===== src/rtl/tx_block_framer.sv =====
//==============================================================================
// Module      : tx_block_framer
// Description : TX transport-block framer placed between the byte source and
//               the FEC. Each block takes its bytes from one source (AXI-stream,
//               PRBS23 or all-zeros), selected when the block starts. The stream
//               is cut into BLOCK_LEN-byte blocks. A short packet is padded
//               with PAD_BYTE. GAP_LEN idle cycles follow each block.
//               osop/oeop mark the first and last byte of a block. Two wrapping
//               counters record completed blocks and inserted pad bytes.
// Optional    : TX_FRAMER_CRC_EN - when defined, the last two bytes of each
//               block carry CRC-16-CCITT (0x1021, init 0xFFFF, MSB-first,
//               high byte first) computed over the BLOCK_LEN-2 payload bytes.
// Ports       : clk_h          clock
//               rst            asynchronous active-high reset
//               mode_in[1:0]   source select: 0 AXI, 1 PRBS23, 2/3 zeros
//               s_axis_*       AXI-stream byte source (tdata/tvalid/tlast/tready)
//               ireq           downstream ready; a byte moves on oval && ireq
//               oval/odata     output byte and its valid
//               osop/oeop      first / last byte of a transport block
//               blk_cnt        completed blocks (wraps)
//               pad_cnt        pad bytes transferred (wraps)
// Revision    : 1.0 - initial release
//==============================================================================
`default_nettype none

module tx_block_framer #(
    parameter int               DAT_W     = 8,
    parameter int               BLOCK_LEN = 476,
    parameter int               GAP_LEN   = 5,
    parameter logic [DAT_W-1:0] PAD_BYTE  = '0,
    parameter int               CNT_W     = 16
) (
    input  logic             clk_h,
    input  logic             rst,
    input  logic [1:0]       mode_in,
    input  logic [DAT_W-1:0] s_axis_tdata,
    input  logic             s_axis_tvalid,
    input  logic             s_axis_tlast,
    output logic             s_axis_tready,
    input  logic             ireq,
    output logic             oval,
    output logic [DAT_W-1:0] odata,
    output logic             osop,
    output logic             oeop,
    output logic [CNT_W-1:0] blk_cnt,
    output logic [CNT_W-1:0] pad_cnt
);

`ifdef TX_FRAMER_CRC_EN
    localparam int PAYLOAD_LEN = BLOCK_LEN - 2;
`else
    localparam int PAYLOAD_LEN = BLOCK_LEN;
`endif
    localparam int IDX_W = $clog2(BLOCK_LEN);
    localparam int GAP_W = (GAP_LEN > 1) ? $clog2(GAP_LEN) : 1;

    localparam logic [IDX_W-1:0] LAST_IDX     = IDX_W'(BLOCK_LEN - 1);
    localparam logic [IDX_W-1:0] PAY_LAST_IDX = IDX_W'(PAYLOAD_LEN - 1);
    localparam logic [GAP_W-1:0] GAP_LAST     = GAP_W'((GAP_LEN > 0) ? GAP_LEN - 1 : 0);

    localparam logic [1:0] MODE_AXI  = 2'd0;
    localparam logic [1:0] MODE_PRBS = 2'd1;

    typedef enum logic [2:0] {
        S_IDLE = 3'd0,
        S_FILL = 3'd1,
        S_PAD  = 3'd2,
        S_GAP  = 3'd3,
        S_CRC  = 3'd4
    } state_t;

    state_t           state_q, state_d;
    logic [1:0]       mode_q, mode_d;
    logic [IDX_W-1:0] idx_q, idx_d;
    logic [GAP_W-1:0] gap_q, gap_d;
    logic [22:0]      prbs_q, prbs_d;
    logic             oval_q, oval_d;
    logic [DAT_W-1:0] odata_q, odata_d;
    logic             osop_q, osop_d;
    logic             oeop_q, oeop_d;
    logic             opad_q, opad_d;
    logic [CNT_W-1:0] blk_q, blk_d;
    logic [CNT_W-1:0] pad_q, pad_d;
`ifdef TX_FRAMER_CRC_EN
    logic [15:0]      crc_q, crc_d;
`endif

    logic             w_xfer;
    logic             w_can_load;
    logic             w_load;
    logic [DAT_W-1:0] w_ld_data;
    logic             w_ld_pad;
    logic             w_ld_last;
    logic             w_tready;
    logic [22:0]      w_prbs_next;
    logic [DAT_W-1:0] w_prbs_byte;

`ifdef TX_FRAMER_CRC_EN
    // One CRC-16-CCITT update over a full byte, data MSB first.
    function automatic logic [15:0] crc16_upd(input logic [15:0] crc,
                                              input logic [DAT_W-1:0] d);
        logic [15:0] c;
        c = crc;
        for (int i = DAT_W - 1; i >= 0; i--) begin
            if (c[15] ^ d[i]) begin
                c = {c[14:0], 1'b0} ^ 16'h1021;
            end else begin
                c = {c[14:0], 1'b0};
            end
        end
        return c;
    endfunction
`endif

    // PRBS23 (x^23 + x^18 + 1): DAT_W serial steps per byte, first bit in LSB.
    always_comb begin
        logic [22:0] s;
        s           = prbs_q;
        w_prbs_byte = '0;
        for (int i = 0; i < DAT_W; i++) begin
            w_prbs_byte[i] = s[22];
            s              = {s[21:0], s[22] ^ s[17]};
        end
        w_prbs_next = s;
    end

    assign w_xfer     = oval_q && ireq;
    // The single output register can take a new byte when it is empty or is
    // being drained this cycle, so a keeping-up source sees no bubbles.
    assign w_can_load = !oval_q || ireq;

    always_comb begin
        state_d   = state_q;
        mode_d    = mode_q;
        idx_d     = idx_q;
        gap_d     = gap_q;
        prbs_d    = prbs_q;
        oval_d    = oval_q;
        odata_d   = odata_q;
        osop_d    = osop_q;
        oeop_d    = oeop_q;
        opad_d    = opad_q;
        blk_d     = blk_q;
        pad_d     = pad_q;
`ifdef TX_FRAMER_CRC_EN
        crc_d     = crc_q;
`endif
        w_load    = 1'b0;
        w_ld_data = '0;
        w_ld_pad  = 1'b0;
        w_ld_last = 1'b0;
        w_tready  = 1'b0;

        if (w_xfer) begin
            oval_d = 1'b0;
            if (oeop_q) begin
                blk_d = blk_q + CNT_W'(1);
            end
            if (opad_q) begin
                pad_d = pad_q + CNT_W'(1);
            end
        end

        case (state_q)
            S_IDLE: begin
                mode_d  = mode_in;
                idx_d   = '0;
                gap_d   = '0;
`ifdef TX_FRAMER_CRC_EN
                crc_d   = 16'hFFFF;
`endif
                state_d = S_FILL;
            end
            S_FILL: begin
                if (w_can_load) begin
                    if (mode_q == MODE_AXI) begin
                        w_tready = 1'b1;
                        if (s_axis_tvalid) begin
                            w_load    = 1'b1;
                            w_ld_data = s_axis_tdata;
                            w_ld_last = s_axis_tlast;
                        end
                    end else begin
                        w_load = 1'b1;
                        if (mode_q == MODE_PRBS) begin
                            w_ld_data = w_prbs_byte;
                            prbs_d    = w_prbs_next;
                        end
                    end
                end
            end
            S_PAD: begin
                if (w_can_load) begin
                    w_load    = 1'b1;
                    w_ld_data = PAD_BYTE;
                    w_ld_pad  = 1'b1;
                end
            end
`ifdef TX_FRAMER_CRC_EN
            S_CRC: begin
                if (w_can_load) begin
                    w_load    = 1'b1;
                    w_ld_data = (idx_q == LAST_IDX) ? DAT_W'(crc_q[7:0])
                                                    : DAT_W'(crc_q[15:8]);
                end
            end
`endif
            S_GAP: begin
                // The oeop byte may still be waiting in the output register;
                // the idle count starts only once it has gone.
                if (oval_q) begin
                    if (w_xfer && (GAP_LEN == 0)) begin
                        state_d = S_IDLE;
                    end
                end else if ((GAP_LEN == 0) || (gap_q == GAP_LAST)) begin
                    state_d = S_IDLE;
                end else begin
                    gap_d = gap_q + GAP_W'(1);
                end
            end
            default: begin
                state_d = S_IDLE;
            end
        endcase

        if (w_load) begin
            oval_d  = 1'b1;
            odata_d = w_ld_data;
            osop_d  = (idx_q == '0);
            oeop_d  = (idx_q == LAST_IDX);
            opad_d  = w_ld_pad;
            idx_d   = idx_q + IDX_W'(1);
`ifdef TX_FRAMER_CRC_EN
            if (state_q != S_CRC) begin
                crc_d = crc16_upd(crc_q, w_ld_data);
            end
`endif
            // Without CRC the payload end and block end coincide, so the
            // first branch always wins there.
            if (idx_q == LAST_IDX) begin
                state_d = S_GAP;
            end else if (idx_q == PAY_LAST_IDX) begin
                state_d = S_CRC;
            end else if (w_ld_last) begin
                state_d = S_PAD;
            end
        end
    end

    always_ff @(posedge clk_h or posedge rst) begin
        if (rst) begin
            state_q <= S_IDLE;
            mode_q  <= MODE_AXI;
            idx_q   <= '0;
            gap_q   <= '0;
            prbs_q  <= '1;
            oval_q  <= 1'b0;
            odata_q <= '0;
            osop_q  <= 1'b0;
            oeop_q  <= 1'b0;
            opad_q  <= 1'b0;
            blk_q   <= '0;
            pad_q   <= '0;
`ifdef TX_FRAMER_CRC_EN
            crc_q   <= 16'hFFFF;
`endif
        end else begin
            state_q <= state_d;
            mode_q  <= mode_d;
            idx_q   <= idx_d;
            gap_q   <= gap_d;
            prbs_q  <= prbs_d;
            oval_q  <= oval_d;
            odata_q <= odata_d;
            osop_q  <= osop_d;
            oeop_q  <= oeop_d;
            opad_q  <= opad_d;
            blk_q   <= blk_d;
            pad_q   <= pad_d;
`ifdef TX_FRAMER_CRC_EN
            crc_q   <= crc_d;
`endif
        end
    end

    assign s_axis_tready = w_tready;
    assign oval          = oval_q;
    assign odata         = odata_q;
    assign osop          = osop_q;
    assign oeop          = oeop_q;
    assign blk_cnt       = blk_q;
    assign pad_cnt       = pad_q;

endmodule

`default_nettype wire

===== config.mk =====
export PLATFORM = sky130hd
export DESIGN_NAME = tx_block_framer
export DESIGN_NICKNAME = d
export VERILOG_FILES = /design/src/rtl/tx_block_framer.sv
export SDC_FILE = /design/constraint.sdc
export NUM_CORES = 1
export LEC_CHECK = 0
export CAP_MARGIN = 20
export CELL_PAD_IN_SITES_DETAIL_PLACEMENT = 1
export CELL_PAD_IN_SITES_GLOBAL_PLACEMENT = 1
export CORE_UTILIZATION = 35
export CTS_BUF_LIST = sky130_fd_sc_hd__clkbuf_8
export CTS_CLUSTER_DIAMETER = 200
export DETAILED_ROUTE_END_ITERATION = 8
export PLACE_DENSITY_LB_ADDON = 0.1
export SETUP_SLACK_MARGIN = 0.02
export SYNTH_ARGS = -nofsm -noshare
export SYNTH_HDL_FRONTEND = slang
export SYNTH_SLANG_ARGS = --single-unit

===== constraint.sdc =====
create_clock -name clk_h -period 3.4 [get_ports clk_h]
set_input_delay 0.68 -clock clk_h [delete_from_list [all_inputs] [get_ports clk_h]]
set_output_delay 0.68 -clock clk_h [all_outputs]
set_load 0.01 [all_outputs]

Word level (Yosys, flattened, before mapping)
Index checks and enable logic that the tools add are counted.
Cells by class
  $add $sub $neg: 4
  eq/ne operators: 8
  mux-type cells: 31
  bitwise gates (word level): 9
  reduce and logical (&&, ||, !) cells: 14
Operators by type and width (count)
  $mux W8: 5
  $add A16 B1 Y16 const B: 2
  $mux W3: 7
  $mux W9: 2
  $mux W1: 14
  $add A9 B1 Y9 const B: 1
  $eq A9 B9 Y1 const B: 1
  $logic_not A9 Y1: 1
  $pmux W3 S3: 1
  $xor A1 B1 Y1: 8
  $eq A3 B2 Y1 const B: 2
  $pmux W3 S2: 1
  $reduce_bool A2 Y1: 3
  $ne A2 B2 Y1 const B: 2
  $reduce_and A2 Y1: 2
  $reduce_and A4 Y1: 1
  $add A3 B1 Y3 const B: 1
  $eq A3 B1 Y1 const B: 1
  $eq A3 B3 Y1 const B: 1
  $logic_not A3 Y1: 1
  $reduce_and A3 Y1: 1
  $eq A2 B1 Y1 const B: 1
  $logic_not A2 Y1: 1
  $pmux W1 S2: 1
  other kinds (5): 5
Storage, ports and cells
  flip-flop bits (word level): 84
  input bits: 15
  output and inout bits: 44
  logic and storage cells: 78

Longest topological paths before layout
Gate-level depths: netlist of the first run.
  depth in word-level cells: 7
  mapped depth: 7
  mapped depth without buffers: 6

Worst setup path after synthesis of the first run
OpenSTA, ideal clock, no wires.
  path type: input-to-output
  from: input port ireq
  to: output port s_axis_tready
  arrival time: 1.110 ns
  data required time: 2.720 ns
  path slack: 1.610 ns
  stages on the path: 2
  path buffers: 0
  cell sequence: nand2b_4 -> and4_1
Between the ends
  longest elaborated chain between the ends: 3
Ends and longest elaborated chain
  start: declaration: RTL line 40  | input logic ireq,
  $logic_or A1 B1 Y1: RTL line 130  | assign w_can_load = !oval_q || ireq;
  $mux W1: RTL line 175  | if (w_can_load) begin
  $mux W1: RTL line 164  | case (state_q)
  end: declaration: RTL line 39  | output logic s_axis_tready,
Every way passes these cells.

Worst setup path in the final report of the first run
Same ends and word-level chain as after synthesis.

==> flow_summary.yaml, run 1 <==
global_routing:
  use_met3_pct: 3.44
  grt-ovfl-total: 0
  grt_use_met1_pct: 23.9
  first_global_vias: 2979
  grt_util_all_layers_pct: 16.9
  grt_max_degree: 40
  busiest_layer: "met2"
  antenna_found_initial: 0
  gr-usage-met2_pct: 25.5
  grt_pass1_wl_um: 15200
die:
  core_area_mm2: 0.0109
  die_h_um: 109
  die_w_um: 109
  initial_utilization_pct: 36.4
  die-area_mm2: 0.0118
  pin_count: 59
  rows: 38
synth:
  synth_edf_count: 0
  ys.flop_type: "dfrtp_1"
  yosysMostFrequentCell: "dfrtp_1"
  synth_warnings: 0
  synth-seq-cells: 84
  netlist_instances: 340
  netlist.area_leader.share_pct: 38.4
  syn_area_per_cell_um2: 11.7
  synth_nets: 361
  synth_largest_area_cell: "dfrtp_1"
  synth_common_cells: "dfrtp_1 (61), xnor2_1 (30), nand3_1 (29)"
  synthTopCellsByArea: "dfrtp_1 (38%), dfstp_2 (15%), xnor2_1 (6.6%)"
  ys_types: 54
  synthArstFlopShare_pct: 100
  syn-cell-area_mm2: 0.00398
  ys_seq_area_share_pct: 53.6
cells_and_area:
  instances_no_fill: 549
  layout.nets: 425
  drive_above_1_share_pct: 18.3
  syn_to_final_growth_pct: 23.2
  utilization_pct: 44.8
  finalInstanceArea_mm2: 0.00490
  antenna_cells: 0
cts:
  cts_post_setup_buffers_inserted: 0
  holdBufCountCts: 0
  cts_sinks: 84
  cts_tree: "done"
  cts_inserted_buffers: 9
  cts_root_buffer: "clkbuf_8"
  cts_buffer_depth: 2
  cts.repair.resized: 0
  htree_levels: 3
  clkTransAtPathRegs_ps: 90
  clk_latency_ps: 360
worst_setup_path:
  startpoint_type: "input pin"
  rr_worst_depth: 4
  r2r_end: "state_q[1]$_DFF_PP0_"
  r2r_slack_ps: 1470
  critPathMaxFanout: 8
  crit_type: "in -> out"
  worstPathArrival_ps: 2290
  cpMaxStageDelayCell: "clkdlybuf4s50_1"
  cp_num_buf_inv: 2
  required_ps: 2720
  crit_family: "buffers and inverters"
  crit_path_frequent_cell: "clkdlybuf4s50_1"
  cpPeakStageDelay_ps: 580
  r2r-start: "state_q[1]$_DFF_PP0_"
  crit_chain: "clkdlybuf4s50_1 > nand2b_4 > and4_1 > clkdlybuf4s50_1"
  end_kind: "output port"
timing:
  setup_viol: 0
  fmaxAchievable_mhz: 336
  period_needed_ps: 2970
  fin_crit_sh_pct: 87.4
  worstMarginPinSlew_ps: 708
  slew_violations: 0
  finalClockSkew_ps: 9.05
  rsz0062_at_grt: "no"
  maxSlewHeadroom_pct: 52.6
  finalHoldViolCount: 0
  setup-tns-final_ps: 0
pwr:
  power_uw: 2220
  p_leak_uw: 0.00211
  irDropWorstVdd_mv: 0.239
  p_per_area_mw_per_mm2: 454
place:
  placed_area_mm2: 0.00468
  placed_cells: 533
  dp_hpwl_um: 6330
  io_buffers: 58
  gp_congestion: 0.806
detailed_routing:
  post_drt_via_cell_ratio: 5.21
  firstDrtPassIters: 4
  wirelength_um: 8900
  ant_nets: 0
  wl_per_cell_um: 16.2
  drtIter0Drc: 96
  vias: 2860
  drcViolationCount: 0
hold_path:
  min_path_type: "reg -> reg"
  min_to: "blk_cnt[15]$_DFFE_PP0P_"
  hold_depth: 1
  worstHoldStart: "blk_cnt[15]$_DFFE_PP0P_"
job:
  cap_violations: 0
run_status:
  outcome: "complete, no violations"
worst register-to-register path: stages (launching register included):
cell and delay [ps]:
dfrtp_1 430, nor2_2 260, nand4_1 430, a2111oi_2 600, nand3b_1 160
area by class of cell:
cell class / count / area, um2
flip-flops and latches: 84 / 2130
clock buffers: 9 / 124
fillers: 1201 / 6040
clock inverters: 7 / 91.3
well taps: 140 / 175
repair buffers: 64 / 626
multi-input cells: 236 / 1710
inverters: 9 / 35.0
sequential cells by signal, summed over array words and instances, names as in the netlist, 2 cells and up:
name,cells
blk_cnt,16
gap_q,3
idx_q,9
mode_q,2
odata,8
pad_cnt,16
prbs_q,23
state_q,3
power breakdown:
group	switching, uW	internal, uW
sequential	67.8	1060
combinational	152	157
clock	378	411
through the flow:
stage / hold WS, ps / worst slack [ps]
2_1_floorplan: 468 / 593
3_3_place_gp: 461 / 471
3_5_place_dp: 464 / 437
4_1_cts: 481 / 420
5_1_grt: 489 / 379
6_report: 473 / 427
layer usage:
layer / vias up / wire (um)
li1: 1341 / -
met1: 1450 / 4580
met2: 60 / 3960
met3: 9 / 276
met4: 0 / 94
met5: - / 0
worst max-delay path by stage:
stage                     from                      to  slack (ps)  depth (start not counted)
final                     ireq           s_axis_tready         430                          4
after global routing      ireq           s_axis_tready         380                          4
after CTS                 ireq           s_axis_tready         420                          4
after detailed placement  ireq           s_axis_tready         440                          4
after global placement    ireq           s_axis_tready         470                          4
after floorplan            rst  blk_cnt[0]$_DFFE_PP0P_         590                          1
kinds of logic after synthesis:
kind of cell             share of synthesized area [%]
AO/OA/AOI/OAI                                     9.69
XOR/XNOR                                          8.81
adder cells (fa/ha/maj)                           1.89
buffers and inverters                             3.27
flip-flops                                        53.6
multiplexers                                      6.20
other                                           0.0943
AND/OR/NAND/NOR                                   16.4
cell usage in the layout (no fill, tap or decap), types with 6 or more instances in the layout:
cell type	count
o21ai_0	24
ha_1	6
xor2_1	10
a22oi_1	6
nand4_1	10
clkdlybuf4s50_1	58
dfstp_2	23
mux2_4	12
nor2_1	10
and3_1	8
clkbuf_8	9
nand3_1	29
inv_1	9
nand2_1	26
buf_4	6
and4_1	7
dfrtp_1	61
xnor2_1	30
No activity file was read; power rests on OpenSTA's default activity.
==> run 2: changes to the inputs <==
- clock period: 3.4 -> 3.7 ns (I/O delays scaled with it)
==> run 2 against run 1 <==
Effect of this change:
- clock power down 15%
- sequential share of layout area up 0.21 points
- worst setup slack better by 120 ps
- clock skew down 0.98 ps
- first-iteration DRC count down 38%
- final cell count down 0.55%
- final area down 0.49%
- sequential cell count unchanged
- highest routed layer unchanged
==> flow_summary.yaml, run 2 (synthesis results as in run 1) <==
run_status:
  outcome: "complete, no violations"
detailed_routing:
  post_drt_via_cell_ratio: 5.19
  firstDrtPassIters: 4
  wirelength_um: 8920
  ant_nets: 0
  drtIter0Drc: 60
  wl_per_cell_um: 16.3
  vias: 2835
  drcViolationCount: 0
cells_and_area:
  largest_reg_flops: 23
  multi_input_area_mm2: 0.00171
  finalInstanceArea_mm2: 0.00487
  fillers: 1203
  layout.nets: 422
  antenna_cells: 0
  syn_to_final_growth_pct: 22.6
  regMostFlops: "prbs_q"
  seq_area_mm2: 0.00213
  drive_above_1_share_pct: 18.2
  final_cell_mix: "dfrtp_1 (61), clkdlybuf4s50_1 (58), xnor2_1 (30)"
  layout_commonest_cell: "dfrtp_1"
cts:
  clkTransAtPathRegs_ps: 80
  cts_inserted_buffers: 9
  holdBufCountCts: 0
  cts_sinks: 84
  htree_levels: 3
  cts_buffer_depth: 2
  cts_post_setup_buffers_inserted: 0
  cts_tree: "done"
  clk_latency_ps: 350
  cts.repair.resized: 0
  cts_root_buffer: "clkbuf_8"
worst_setup_path:
  r2r-start: "oval$_DFFE_PP0P_"
  cpPeakStageDelay_ps: 570
  crit_type: "in -> out"
  critPathMaxFanout: 8
  cp_num_buf_inv: 2
  r2r_end: "pad_cnt[11]$_DFFE_PP0P_"
  rr_worst_depth: 4
  crit_chain: "clkdlybuf4s50_1 > nand2b_4 > and4_1 > clkdlybuf4s50_1"
  required_ps: 2960
  crit_family: "buffers and inverters"
  crit_path_frequent_cell: "clkdlybuf4s50_1"
  cpMaxStageDelayCell: "clkdlybuf4s50_1"
  r2r_slack_ps: 1810
  startpoint_type: "input pin"
  end_kind: "output port"
  worstPathArrival_ps: 2410
  cp.depth: 4
timing:
  fin_crit_sh_pct: 85.2
  setup-tns-final_ps: 0
  rsz0062_at_grt: "no"
  worstMarginPinSlew_ps: 772
  period_needed_ps: 3150
  maxSlewHeadroom_pct: 48.3
  fmaxAchievable_mhz: 317
  finalHoldViolCount: 0
  finalClockSkew_ps: 8.07
  setup_viol: 0
  slew_violations: 0
die:
  die_h_um: 109
  rows: 38
  die-area_mm2: 0.0118
  core_area_mm2: 0.0109
  die_w_um: 109
  pin_count: 59
  initial_utilization_pct: 36.4
global_routing:
  grt_util_all_layers_pct: 16.7
  grt_max_degree: 42
  grt_pass1_wl_um: 15100
  grt-ovfl-total: 0
  first_global_vias: 2956
  antenna_found_initial: 0
place:
  gp_congestion: 0.753
  dp_hpwl_um: 6310
  io_buffers: 58
  placed_area_mm2: 0.00467
pwr:
  irDropWorstVdd_mv: 0.166
  p_leak_uw: 0.00210
  p_per_area_mw_per_mm2: 407
job:
  cap_violations: 0
hold_path:
  min_path_type: "reg -> reg"
  worstHoldStart: "blk_cnt[15]$_DFFE_PP0P_"
  min_to: "blk_cnt[15]$_DFFE_PP0P_"
  hold_depth: 1
run 2: worst max path at each step:
stage / startpoint / end / slack [ps]
2_1_floorplan: rst / blk_cnt[0]$_DFFE_PP0P_ / 830
4_1_cts: ireq / s_axis_tready / 540
3_5_place_dp: ireq / s_axis_tready / 560
6_report: ireq / s_axis_tready / 550
5_1_grt: ireq / s_axis_tready / 460
3_3_place_gp: ireq / s_axis_tready / 580
run 2: power breakdown:
part	internal (uW)	leakage [uW]	switching (uW)
Combinational	143	0.000923	138
Clock	344	0.000109	327
Sequential	971	0.00107	61.5
Total	1460	0.00210	526
run 2: cell type report:
type	count	area share [%]
clock buffer	11	3.11
clock inverter	5	1.03
inverter	9	0.719
multi-input combinational	236	35.2
sequential	84	43.7
tap	140	3.60
timing repair buffer	61	12.6
run 2: per-stage QoR:
stage	setup slack, ps	power, uW	util (%)	cells	hold slack (ps)
floorplan	833	1200	-	340	468
global placement	582	1330	42.7	530	461
detailed placement	561	1340	42.7	530	471
CTS	540	2020	44.6	546	483
global route	460	2090	44.6	546	498
finish	547	1990	44.6	546	474
run 2: routing by layer:
layer	global-route usage, %	share of wire (%)
met5	0	0
met4	7.72	1.8
met3	2.83	3.1
met2	25.4	44
met1	23.0	51
